## config.mk

```make
export PLATFORM = sky130hd
export DESIGN_NAME = csr_counter_ctrl
export DESIGN_NICKNAME = d
export VERILOG_FILES = /design/src/rtl/csr_counter_pkg.sv /design/src/rtl/counter_32.sv /design/src/rtl/csr_counter_ctrl.sv
export SDC_FILE = /design/constraint.sdc
export NUM_CORES = 1
export LEC_CHECK = 0
export BUFFER_PORTS_ARGS = -buffer_cell sky130_fd_sc_hd__buf_2
export CAP_MARGIN = 30
export CORE_MARGIN = 1
export CORE_UTILIZATION = 39
export DETAILED_ROUTE_END_ITERATION = 6
export GPL_ROUTABILITY_DRIVEN = 0
export SLEW_MARGIN = 15
export SYNTH_ARGS = -nofsm -noshare
export SYNTH_HDL_FRONTEND = slang
export SYNTH_SLANG_ARGS = --single-unit
```

## constraint.sdc

```tcl
create_clock -name clk -period 3 [get_ports clk]
set_clock_uncertainty 0.1 [all_clocks]
set_input_delay 0.45 -clock clk [delete_from_list [all_inputs] [get_ports clk]]
set_output_delay 0.45 -clock clk [all_outputs]
set_load 0.005 [all_outputs]
```

## src/rtl/csr_counter_pkg.sv

```systemverilog
// Shared CSR addresses and mcountinhibit bit positions for the mcycle/minstret
// counter controller.
package csr_counter_pkg;

  localparam logic [11:0] ADDR_MCYCLE        = 12'hB00;
  localparam logic [11:0] ADDR_MCYCLEH       = 12'hB80;
  localparam logic [11:0] ADDR_MINSTRET      = 12'hB02;
  localparam logic [11:0] ADDR_MINSTRETH     = 12'hB82;
  localparam logic [11:0] ADDR_MCOUNTINHIBIT = 12'h320;
  localparam logic [11:0] ADDR_CYCLE         = 12'hC00;
  localparam logic [11:0] ADDR_CYCLEH        = 12'hC80;
  localparam logic [11:0] ADDR_INSTRET       = 12'hC02;
  localparam logic [11:0] ADDR_INSTRETH      = 12'hC82;

  localparam int INH_CY = 0;
  localparam int INH_IR = 2;

  // Read-only user-mode shadows of the machine counters.
  function automatic logic is_shadow(input logic [11:0] addr);
    return (addr == ADDR_CYCLE)   || (addr == ADDR_CYCLEH) ||
           (addr == ADDR_INSTRET) || (addr == ADDR_INSTRETH);
  endfunction

endpackage

```

## src/rtl/counter_32.sv

```systemverilog
// One counter half: loads data_in or increments by one whenever en is high.
module counter_32 #(
  parameter int W = 32
) (
  input  logic         clk,
  input  logic         rst,
  input  logic         en,
  input  logic         ld,
  input  logic [W-1:0] data_in,
  output logic [W-1:0] count
);

  logic [W-1:0] r_count;

  // NOTE: sequential state uses non-blocking assignments so every register
  // samples pre-edge values regardless of block evaluation order.
  always_ff @(posedge clk or posedge rst) begin
    if (rst) begin
      r_count <= '0;
    end else if (en) begin
      r_count <= ld ? data_in : r_count + W'(1);
    end
  end

  assign count = r_count;

endmodule

```

## src/rtl/csr_counter_ctrl.sv

```systemverilog
// mcycle/minstret controller: per-half enable/load generation, mcountinhibit
// and a one-cycle registered CSR read/response path.
module csr_counter_ctrl
  import csr_counter_pkg::*;
#(
  parameter int CNT_W = 32
) (
  input  logic        clk,
  input  logic        rst_n,
  input  logic        instr_retire,
  input  logic        csr_we,
  input  logic        csr_re,
  input  logic [11:0] csr_addr,
  input  logic [31:0] csr_wdata,
  output logic [31:0] csr_rdata,
  output logic        csr_rvalid,
  output logic        csr_hit,
  output logic        csr_illegal
);

  logic             r_inh_cy;
  logic             r_inh_ir;
  logic [31:0]      r_rdata;
  logic             r_rvalid;
  logic             r_hit;
  logic             r_illegal;

  logic [CNT_W-1:0] w_cy_lo, w_cy_hi, w_ir_lo, w_ir_hi;
  logic             w_wr_cy_lo, w_wr_cy_hi, w_wr_ir_lo, w_wr_ir_hi, w_wr_inh;
  logic             w_cy_inc, w_ir_inc;
  logic             w_cy_carry, w_ir_carry;
  logic             w_cy_lo_en, w_cy_hi_en, w_ir_lo_en, w_ir_hi_en;
  logic [31:0]      w_rd_data;
  logic             w_owned;
  logic             w_shadow;
  logic             w_rst;

  assign w_rst = ~rst_n;

  assign w_wr_cy_lo = csr_we && (csr_addr == ADDR_MCYCLE);
  assign w_wr_cy_hi = csr_we && (csr_addr == ADDR_MCYCLEH);
  assign w_wr_ir_lo = csr_we && (csr_addr == ADDR_MINSTRET);
  assign w_wr_ir_hi = csr_we && (csr_addr == ADDR_MINSTRETH);
  assign w_wr_inh   = csr_we && (csr_addr == ADDR_MCOUNTINHIBIT);

  assign w_cy_inc = ~r_inh_cy;
  assign w_ir_inc = instr_retire && ~r_inh_ir;

  // A low-half write replaces the increment, so it must also kill the carry.
  assign w_cy_carry = w_cy_inc && (w_cy_lo == '1) && !w_wr_cy_lo;
  assign w_ir_carry = w_ir_inc && (w_ir_lo == '1) && !w_wr_ir_lo;

  assign w_cy_lo_en = w_cy_inc   || w_wr_cy_lo;
  assign w_cy_hi_en = w_cy_carry || w_wr_cy_hi;
  assign w_ir_lo_en = w_ir_inc   || w_wr_ir_lo;
  assign w_ir_hi_en = w_ir_carry || w_wr_ir_hi;

  counter_32 #(.W(CNT_W)) u_cy_lo (
    .clk(clk), .rst(w_rst), .en(w_cy_lo_en), .ld(w_wr_cy_lo),
    .data_in(csr_wdata), .count(w_cy_lo)
  );
  counter_32 #(.W(CNT_W)) u_cy_hi (
    .clk(clk), .rst(w_rst), .en(w_cy_hi_en), .ld(w_wr_cy_hi),
    .data_in(csr_wdata), .count(w_cy_hi)
  );
  counter_32 #(.W(CNT_W)) u_ir_lo (
    .clk(clk), .rst(w_rst), .en(w_ir_lo_en), .ld(w_wr_ir_lo),
    .data_in(csr_wdata), .count(w_ir_lo)
  );
  counter_32 #(.W(CNT_W)) u_ir_hi (
    .clk(clk), .rst(w_rst), .en(w_ir_hi_en), .ld(w_wr_ir_hi),
    .data_in(csr_wdata), .count(w_ir_hi)
  );

  // NOTE: every always_comb output gets a default first so no path leaves a
  // value unassigned and infers a latch.
  always_comb begin
    w_rd_data = '0;
    w_owned   = 1'b1;
    unique case (csr_addr)
      ADDR_MCYCLE,    ADDR_CYCLE:    w_rd_data = w_cy_lo;
      ADDR_MCYCLEH,   ADDR_CYCLEH:   w_rd_data = w_cy_hi;
      ADDR_MINSTRET,  ADDR_INSTRET:  w_rd_data = w_ir_lo;
      ADDR_MINSTRETH, ADDR_INSTRETH: w_rd_data = w_ir_hi;
      ADDR_MCOUNTINHIBIT: begin
        w_rd_data[INH_CY] = r_inh_cy;
        w_rd_data[INH_IR] = r_inh_ir;
      end
      default: w_owned = 1'b0;
    endcase
  end

  assign w_shadow = is_shadow(csr_addr);

  always_ff @(posedge clk or negedge rst_n) begin
    if (!rst_n) begin
      r_inh_cy  <= 1'b0;
      r_inh_ir  <= 1'b0;
      r_rdata   <= '0;
      r_rvalid  <= 1'b0;
      r_hit     <= 1'b0;
      r_illegal <= 1'b0;
    end else begin
      if (w_wr_inh) begin
        r_inh_cy <= csr_wdata[INH_CY];
        r_inh_ir <= csr_wdata[INH_IR];
      end
      if (csr_re) r_rdata <= w_rd_data;
      r_rvalid  <= csr_re;
      r_hit     <= (csr_re || csr_we) && w_owned;
      r_illegal <= csr_we && w_shadow;
    end
  end

  assign csr_rdata   = r_rdata;
  assign csr_rvalid  = r_rvalid;
  assign csr_hit     = r_hit;
  assign csr_illegal = r_illegal;

endmodule

```

==> results_dict.tcl, run 1 <==
set metrics [dict create \
    global_route_wire_length_before_repair_um 45400 \
    clock_path_buffers 2 \
    reg2regPathDepth 8 \
    grt_pass1_vias 7873 \
    worst_ep_required_time_ps 3270 \
    clk-insertion-delay-late_ps 440 \
    drt_pass1_iterations 7 \
    netlist_top_cells_count "167 x nand2_1, 165 x dfrtp_1, 133 x o21ai_0" \
    pre_cts_slack_ps -104 \
    via_per_inst 5.68 \
    critPathCaptureType "register" \
    clock_input_transition_at_the_sequential_cells_of_the_worst_setup_and_hold_paths_ps 70 \
    crit_buf_inv 1 \
    dpl-instance-area_sq_mm 0.0105 \
    achievable-frequency_mhz 330 \
    worst_setup_path_start_kind "register" \
    drt_first_iter_violations 902 \
    ys_dominant_reg_cell "dfrtp_1" \
    dominant_cell_by_count_in_the_synthesized_netlist "nand2_1" \
    worst-setup-path-type "reg2reg" \
    die_h_um 156 \
    die_area_sq_mm 0.0243 \
    cts-buffers-inserted 17 \
    coreArea_sq_mm 0.0229 \
    detail_route.wl_per_cell_um 19.6 \
    synthDominantCellAreaShare_pct 44.6 \
    totalWireLength_um 29400 \
    grt_start_max_net_pins 71 \
    flow.area_growth_from_synthesis_pct 21.2 \
    global_route.peak_usage_layer "met1" \
    synth.area.top_cells "dfrtp_1 45%, o21ai_0 7.2%, nand2_1 6.8%" \
    startpoint "u_ir_lo.count[0]" \
    largest_voltage_drop_on_the_vdd_net_v 0.000315 \
    layout_worst_path_cycle_share_pct 101 \
    fin_nets 1222 \
    drt_drc_violations_left 2 \
    fp.dieW_um 156 \
    final_non_filler_cell_area_sq_mm 0.0112 \
    clock_tree.root_cell "clkbuf_16" \
    rsz_0062_raised_after_global_routing "true" \
    async_flop_share_pct 100 \
    worst_hold_path_type "in2reg" \
    synth_warnings 0 \
    power.static_leakage_nw 4.46 \
    synth_fp_nets 1107 \
    finalCriticalPeriod_ps 3030 \
    dp.cells 1459 \
    cts_sinks 165 \
    n_fill_cell 2189 \
    synth_enable_flop_cells 0 \
    groute.usage.overall_pct 25.0 \
    report.final.slew_viol_count 0 \
    slowest_stage "or4_4" \
    tritoncts "yes" \
    detailroute.via_count 8495 \
    synth.lib_cells_used.distinct 45 \
    postLayoutCoreUtil_pct 48.9 \
    cp_slowest_stage_delay_ps 520 \
    number_of_hold_slack_violations_in_the_final_timing_report 0 \
    synthesized_cell_area_sq_mm 0.00925 \
    post_route_cells_drive_above_1_share_pct 18.3 \
    worst-path-max-fanout 9 \
    worst_slew_pin_slew_ps 707 \
    floorplan.io_pins 84 \
    critPathArrivalTime_ps 3300 \
    detail-route-antenna-nets 0 \
    cp_cell_sequence "ha_2, and4b_2, or4b_4, or4_4, buf_12, or3_4, or4_1, nand3_1" \
    ys_seq_area_share_pct 44.6 \
    critical-path-top-delay-family "simple AND/OR/NAND/NOR gates" \
    failed_checks "DRC, setup timing" \
    timing.final.ws_setup_ps -29.5 \
    power_density_mw_per_mm2 473 \
    postSynthAreaPerCell_sq_um 8.78 \
    r2r_end "u_ir_hi.count[18]" \
    htree_num_levels 4 \
    std_cell_rows 55 \
    ys_ff_latch 165 \
    crit_path_capture "u_ir_hi.count[18]" \
    grt_antenna_before_repair 0 \
    timing.critical_path.depth 8 \
    use_met2_pct 36.0 \
    groute.layer.met3.usage_pct 5.08 \
    initial_standard_cell_utilization_of_the_core_pct 40.4 \
    dp.final_hpwl_um 21500 \
    synthDominantAreaCellType "dfrtp_1" \
    timing.rr.start "u_ir_lo.count[0]" \
    r2r_setup_slack_ps -30 \
    netlist_instances 1054 \
    finalSetupTns_ps -29.5 \
    setup_viol 1 \
    result_of_the_run "finished, violations left" \
    globalRoute.totalOverflow 0 \
    layoutNonFillerInstCount 1495 \
    count_of_input_and_output_buffers 83 \
    max_cap_violations 0 \
    grt.met1_usage_pct 37.4 \
    n_antenna_cell 0 \
    maxSlewHeadroom_pct 52.9 \
]
-- placed cells by master, fill, tap and decap left out, types with 5 or more instances in the layout --
master / Yosys / routed
nand2b_1: 14 / 14
a31oi_1: 6 / 6
and3_1: 17 / 16
or3_1: 6 / 5
o21ai_0: 133 / 132
nand4_1: 40 / 40
xor2_1: 54 / 54
clkbuf_16: 0 / 17
a222oi_1: 30 / 30
a22o_1: 24 / 24
nor4_1: 25 / 18
dfrtp_1: 165 / 165
buf_2: 2 / 82
nand2_1: 167 / 167
a21oi_1: 13 / 13
buf_4: 1 / 70
inv_1: 31 / 31
and2_1: 7 / 7
nor3_1: 25 / 23
xnor2_1: 65 / 65
nand3_1: 40 / 40
nor2_1: 55 / 54
buf_12: 0 / 8
nor4_2: 0 / 7
or4_1: 9 / 5
and4_1: 10 / 10
o22ai_1: 16 / 16
-- layer usage --
metal	routed length, um	vias to the layer above
li1	-	4014
met1	14100	4041
met2	12000	397
met3	2640	43
met4	635	0
met5	0	-
-- cell families after synthesis --
| logic type | after synthesis | share of synthesized area, % |
|---|---|---|
| compound gates | 230 | 15.6 |
| flops | 165 | 44.6 |
| mux | 7 | 0.798 |
| xor+xnor | 119 | 11.3 |
| buf+inv | 97 | 4.03 |
| fa+ha+maj | 4 | 0.541 |
| simple gates | 432 | 23.1 |
-- power breakdown --
part | leakage [nW] | switching (mW) | total [mW] | internal (mW)
registers | 2.25 | 0.103 | 2.43 | 2.33
clock network | 0.294 | 0.934 | 2.36 | 1.42
logic | 1.92 | 0.297 | 0.522 | 0.224
total | 4.46 | 1.33 | 5.31 | 3.97
-- worst min path at each step --
stage	endpoint	cells after the start	start
finish	u_cy_lo.count[24]	3	csr_wdata[24]
global route	csr_illegal	3	csr_addr[10]
CTS	u_cy_lo.count[24]	3	csr_wdata[24]
detailed placement	csr_rdata[13]	2	csr_rdata[13]
global placement	csr_rdata[24]	2	csr_rdata[24]
floorplan	csr_hit	0	rst_n
-- tightest hold or removal path, stage by stage --
cell and delay [ps]:
buf_2 120, nand2_1 50, o21ai_0 60
-- area by class of cell --
type	instances	area, sq um	area share (%)
clock buffer	21	450	4.02
clock inverter	11	174	1.55
inverter	31	116	1.04
multi-input combinational	792	4830	43.1
sequential	165	4130	36.8
tap	313	392	3.49
timing repair buffer	162	1120	9.96
-- sequential cells by signal, indices dropped and copies added, names as in the netlist --
register       cells
csr_hit            1
csr_illegal        1
csr_rdata         32
csr_rvalid         1
r_inh_cy           1
r_inh_ir           1
u_cy_hi.count     32
u_cy_lo.count     32
u_ir_hi.count     32
u_ir_lo.count     32
-- metrics by stage --
stage,hold WS [ps],total power [mW]
detailed placement,372,2.97
floorplan,54.4,2.67
finish,185,5.31
global placement,366,2.97
CTS,176,5.32
global route,189,5.49
-- repair_timing --
item                                    CTS  global route
pin swaps                                 1             8
setup buffers                             0             3
endpoints found under the hold margin    66             0
endpoints found under the setup margin    5             4
resized for setup                         5            10
hold buffers                              1             0
Power figures use the tool's default switching activity.
==> run 2: changes to the inputs <==
Settings changed: PLACE_DENSITY_LB_ADDON from default to 0.2.
==> run 2 against run 1 <==
Effect of this change: the flow now finishes without violations; worst hold slack worse by 2.9 ps; worst setup slack gained 40 ps; combinational power down 2%; sequential power is essentially flat; fmax increased by 1.3%; count of clock-buffer cells in the layout down 3; via count decreased by 0.12%; total power is 2.5% lower; non-clock buffer count is 1 lower; highest routed layer unchanged; sequential share of layout area rose by 0.12 points.
==> results_dict.tcl, run 2 (synthesized netlist as in run 1, its figures left out) <==
set metrics [dict create \
    n_antenna_cell 0 \
    detail-route-antenna-nets 0 \
    drt_pass1_iterations 7 \
    dp.final_hpwl_um 21200 \
    clk-insertion-delay-late_ps 440 \
    result_of_the_run "finished clean" \
    number_of_hold_slack_violations_in_the_final_timing_report 0 \
    grt_pass1_vias 8140 \
    critPathArrivalTime_ps 3270 \
    tritoncts "yes" \
    fin_nets 1221 \
    detail_route.wl_per_cell_um 19.7 \
    die_area_sq_mm 0.0243 \
    dpl-instance-area_sq_mm 0.0105 \
    maxSlewHeadroom_pct 50.2 \
    dp.cells 1458 \
    clock_path_buffers 2 \
    grt_start_max_net_pins 65 \
    setup_viol 0 \
    global_route_wire_length_before_repair_um 46300 \
    grt_antenna_before_repair 1 \
    whs_ps 182 \
    worst-path-max-fanout 11 \
    layoutNonFillerInstCount 1494 \
    critPathCaptureType "register" \
    globalRoute.totalOverflow 0 \
    worst-setup-path-type "reg2reg" \
    r2r_setup_slack_ps 10 \
    postLayoutCoreUtil_pct 48.8 \
    count_of_input_and_output_buffers 83 \
    cts-buffers-inserted 17 \
    detailroute.via_count 8485 \
    most_frequent_standard_cell_in_the_layout_excluding_fill_and_tap_cells "nand2_1" \
    r2r_end "u_ir_hi.count[18]" \
    final_non_filler_cell_area_sq_mm 0.0112 \
    achievable-frequency_mhz 335 \
    drt_drc_violations_left 0 \
    reg2regPathDepth 8 \
    post_route_cells_drive_above_1_share_pct 18.3 \
    totalWireLength_um 29500 \
    initial_standard_cell_utilization_of_the_core_pct 40.4 \
    std_cell_rows 55 \
    max_cap_violations 0 \
    rsz_0062_raised_after_global_routing "true" \
    power.static_leakage_nw 4.45 \
    die_h_um 156 \
    layout.cells.most_common_list "167 x nand2_1, 165 x dfrtp_1, 132 x o21ai_0" \
    cts_sinks 165 \
    via_per_inst 5.68 \
    drt_first_iter_violations 919 \
    largest_voltage_drop_on_the_vdd_net_v 0.000347 \
    clock_tree.root_cell "clkbuf_16" \
    htree_num_levels 4 \
    report.final.slew_viol_count 0 \
    layout_worst_path_cycle_share_pct 99.6 \
    coreArea_sq_mm 0.0229 \
    worst_slew_pin_slew_ps 747 \
    worst_ep_required_time_ps 3280 \
    worst_hold_path_type "in2reg" \
    worst_setup_path_start_kind "register" \
    finalPower_mw 5.18 \
    hold_depth 3 \
    flow.area_growth_from_synthesis_pct 20.8 \
    worst_hold_startpoint "csr_addr[10]" \
    groute.usage.overall_pct 25.4 \
    floorplan.io_pins 84 \
    power_density_mw_per_mm2 463 \
    timing.rr.start "u_ir_lo.count[1]" \
    fp.dieW_um 156 \
    clock_input_transition_at_the_sequential_cells_of_the_worst_setup_and_hold_paths_ps 70 \
    holdPathEnd "csr_illegal" \
    finalCriticalPeriod_ps 2990 \
]
==> run 2: cell types whose count changed in the layout (fill, tap and decap cells not counted), sizes merged <==
cell / change
clkbuf: -3
clkinv: +3
bufinv: -2
inv: +2
buf: -1
==> run 2: what timing repair did <==
action,in CTS,in global routing
endpoints found under the setup margin,5,6
pin swaps,1,5
hold buffers,1,0
endpoints found under the hold margin,51,0
buffers inserted,0,3
resized for setup,3,10
==> run 2: layout make-up <==
type,count,area [sq um]
sequential,165,4130
tap,313,392
inverter,31,116
clock buffer,18,439
fill,2200,11700
timing repair buffer,161,1120
multi-input combinational,792,4830
clock inverter,14,150
==> run 2: worst max-delay path by stage <==
stage                                 from           endpoint  depth (start not counted)
after floorplan           u_ir_lo.count[0]  u_ir_hi.count[27]                         11
after global placement        instr_retire  u_ir_hi.count[31]                          7
after detailed placement      instr_retire  u_ir_hi.count[27]                          7
after CTS                 u_ir_lo.count[0]  u_ir_hi.count[18]                          8
after global routing      u_ir_lo.count[0]  u_ir_hi.count[18]                          8
final                     u_ir_lo.count[1]  u_ir_hi.count[18]                          8
==> run 2: worst max-delay path: stages, from the launching register on <==
cell and delay (ps):
dfrtp_1 360, ha_2 180, and4b_1 260, or4b_4 490, or4_4 520, buf_12 160, or3_4 370, or4_4 410
nand3_1 90
==> run 2: stage by stage <==
stage / TNS (ps) / worst slack [ps]
6_report: 0 / 10.8
5_1_grt: -190 / -55.9
4_1_cts: 0 / 15.1
3_3_place_gp: -219 / -75.6
2_1_floorplan: -556 / -185
3_5_place_dp: -346 / -102
==> run 2: per-layer routing <==
metal  vias up  wire length (um)  GRT usage, %
li1       4019                 -             -
met1      4115             14200          37.5
met2       322             12700          37.6
met3        29              2130          4.08
met4         0               504          7.98
met5         -                 0             0
==> run 2: power by group <==
| group | switching, mW | internal, mW | total, mW |
|---|---|---|---|
| Sequential | 0.103 | 2.33 | 2.43 |
| Combinational | 0.292 | 0.222 | 0.513 |
| Clock | 0.976 | 1.26 | 2.23 |
==> run 3: changes to the inputs <==
Settings changed: BUFFER_PORTS_ARGS -buffer_cell sky130_fd_sc_hd__buf_2 to -buffer_cell sky130_fd_sc_hd__buf_4.
==> run 3 against run 2 <==
Effect of this change: the flow now finishes with violations (DRC); worst hold slack worse by 24 ps; first-iteration DRC count up 24%; clock power is essentially flat; combinational power up 4.5%; fmax is 0.17% higher; highest routed layer unchanged; wire length about the same; sequential power about the same; design area up 1.5%; die area is the same; critical path type unchanged.
==> results_dict.tcl, run 3 (synthesized netlist as in run 1, its figures left out) <==
set metrics [dict create \
    result_of_the_run "finished, violations left" \
    failed_checks "DRC" \
    worst-path-max-fanout 15 \
    via_per_inst 5.70 \
    cell_internal_pwr_mw 3.83 \
    n_fill_cell 2146 \
    die_area_sq_mm 0.0243 \
    coreArea_sq_mm 0.0229 \
    power_frac_comb_pct 10.3 \
    drt_drc_violations_left 11 \
    std_cell_rows 55 \
    most_frequent_standard_cell_in_the_layout_excluding_fill_and_tap_cells "nand2_1" \
    htree_num_levels 4 \
    drt_first_iter_violations 1141 \
    post_route_cells_drive_above_1_share_pct 17.8 \
    grt_start_max_net_pins 74 \
    groute.usage.overall_pct 25.2 \
    layout.cells.most_common_list "167 x nand2_1, 165 x dfrtp_1, 155 x buf_4" \
    worst_setup_path_start_kind "register" \
    finalCriticalPeriod_ps 2980 \
    whs_ps 158 \
    initial_standard_cell_utilization_of_the_core_pct 40.4 \
    global_route_wire_length_before_repair_um 46100 \
    maxSlewHeadroom_pct 34.7 \
    die_h_um 156 \
    detail_route.wl_per_cell_um 19.7 \
    p_sw_share_pct 26.2 \
    n_antenna_cell 0 \
    worst_slew_pin_slew_ps 970 \
    dpl-instance-area_sq_mm 0.0107 \
    clock_input_transition_at_the_sequential_cells_of_the_worst_setup_and_hold_paths_ps 70 \
    finalPower_mw 5.19 \
    critPathCaptureType "register" \
    r2r_setup_slack_ps 20 \
    globalRoute.totalOverflow 0 \
    largest_voltage_drop_on_the_vdd_net_v 0.000223 \
    cts-buffers-inserted 17 \
    cts_sinks 165 \
    finalSetupTns_ps 0 \
    crit_buf_inv 1 \
    dp.final_hpwl_um 21600 \
    final_non_filler_cell_area_sq_mm 0.0113 \
    layout_worst_path_cycle_share_pct 99.5 \
    detailroute.via_count 8531 \
    pwr-share-clk_pct 42.7 \
    grt_pass1_vias 8050 \
    dp.cells 1462 \
    drt_pass1_iterations 7 \
    layoutNonFillerInstCount 1496 \
    p_sw_mw 1.36 \
    clock_tree.root_cell "clkbuf_16" \
    slowest_stage "or4b_4" \
    achievable-frequency_mhz 335 \
    max_cap_violations 0 \
    critical-path-top-delay-family "simple AND/OR/NAND/NOR gates" \
    setup_viol 0 \
    fin_nets 1224 \
    clock_path_buffers 2 \
    floorplan.io_pins 84 \
    tritoncts "yes" \
    cp_slowest_stage_delay_ps 500 \
    worst_ep_required_time_ps 3270 \
    power_frac_seq_pct 47.0 \
    cp_cell_sequence "ha_1, and4b_1, or4b_4, or4_4, buf_8, or3_1, or4_1, nand3_1" \
    flow.area_growth_from_synthesis_pct 22.6 \
    detail-route-antenna-nets 0 \
    count_of_input_and_output_buffers 83 \
    worst-setup-path-type "reg2reg" \
    clk-insertion-delay-late_ps 440 \
    rsz_0062_raised_after_global_routing "true" \
    critPathArrivalTime_ps 3250 \
    totalWireLength_um 29500 \
    fp.dieW_um 156 \
    power_density_mw_per_mm2 457 \
    grt_antenna_before_repair 0 \
    worst_hold_path_type "in2reg" \
    power.static_leakage_nw 4.49 \
    number_of_hold_slack_violations_in_the_final_timing_report 0 \
    report.final.slew_viol_count 0 \
]
## run 3: cell types whose count changed in the layout (fill, tap and decap cells not counted), moves of 3 or more
cell,before,now
buf_2,82,0
buf_12,9,6
clkinv_2,3,0
buf_4,68,155
## run 3: layout make-up
cell class                      count  area (sq um)  share of cell area (%)
Clock inverter                     12           145                    1.28
Clock buffer                       19           443                    3.90
Timing Repair Buffer              164          1320                    11.6
Tap cell                          313           392                    3.45
Sequential cell                   165          4130                    36.4
Multi-Input combinational cell    792          4800                    42.3
Inverter                           31           116                    1.03
## run 3: worst min-delay path: cells and delay by family
| family | cells | cell delay, ps |
|---|---|---|
| AO/OA/AOI/OAI | 1 | 60 |
| AND/OR/NAND/NOR | 1 | 40 |
| buffers and inverters | 1 | 100 |
## run 3: final timing paths
| path | from | to | depth (start not counted) |
|---|---|---|---|
| worst max-delay path | u_ir_lo.count[0] | u_ir_hi.count[18] | 8 |
| worst min-delay path | csr_wdata[23] | u_cy_hi.count[23] | 3 |
| worst max register to register | u_ir_lo.count[0] | u_ir_hi.count[18] | 8 |
| worst min register to register | csr_rdata[13] | csr_rdata[13] | 2 |
| max in group asynchronous | rst_n | u_cy_lo.count[12] | 3 |
| min in group asynchronous | rst_n | u_ir_lo.count[5] | 2 |
## run 3: power by group through the flow
stage	combinational (mW)	clock, mW	sequential (mW)
global route	0.592	2.34	2.45
detailed placement	0.520	0	2.48
global placement	0.516	0	2.47
floorplan	0.205	0	2.46
CTS	0.525	2.25	2.43
finish	0.536	2.21	2.44
## run 3: per-layer routing
metal	wire length [um]	up-vias	global-route usage [%]
met5	0	-	0
met4	500	0	6.96
met3	2170	36	3.31
met2	12500	353	37.3
met1	14300	4131	38.2
li1	-	4011	-
## run 3: repair_timing
action                                  4_1_cts  5_1_grt
endpoints found under the setup margin        4        4
setup buffers                                 0        2
gates resized for setup                       3        2
hold buffers                                  1        0
hold endpoints to repair                     39        0
pin swaps                                     1        0
## run 3: per-stage QoR
step / setup WS, ps / util [%]
after floorplan: -185 / -
after global placement: -88.8 / 46.7
after detailed placement: -133 / 46.7
after CTS: 1.94 / 49.4
after global routing: -50.9 / 49.5
final: 15.9 / 49.5
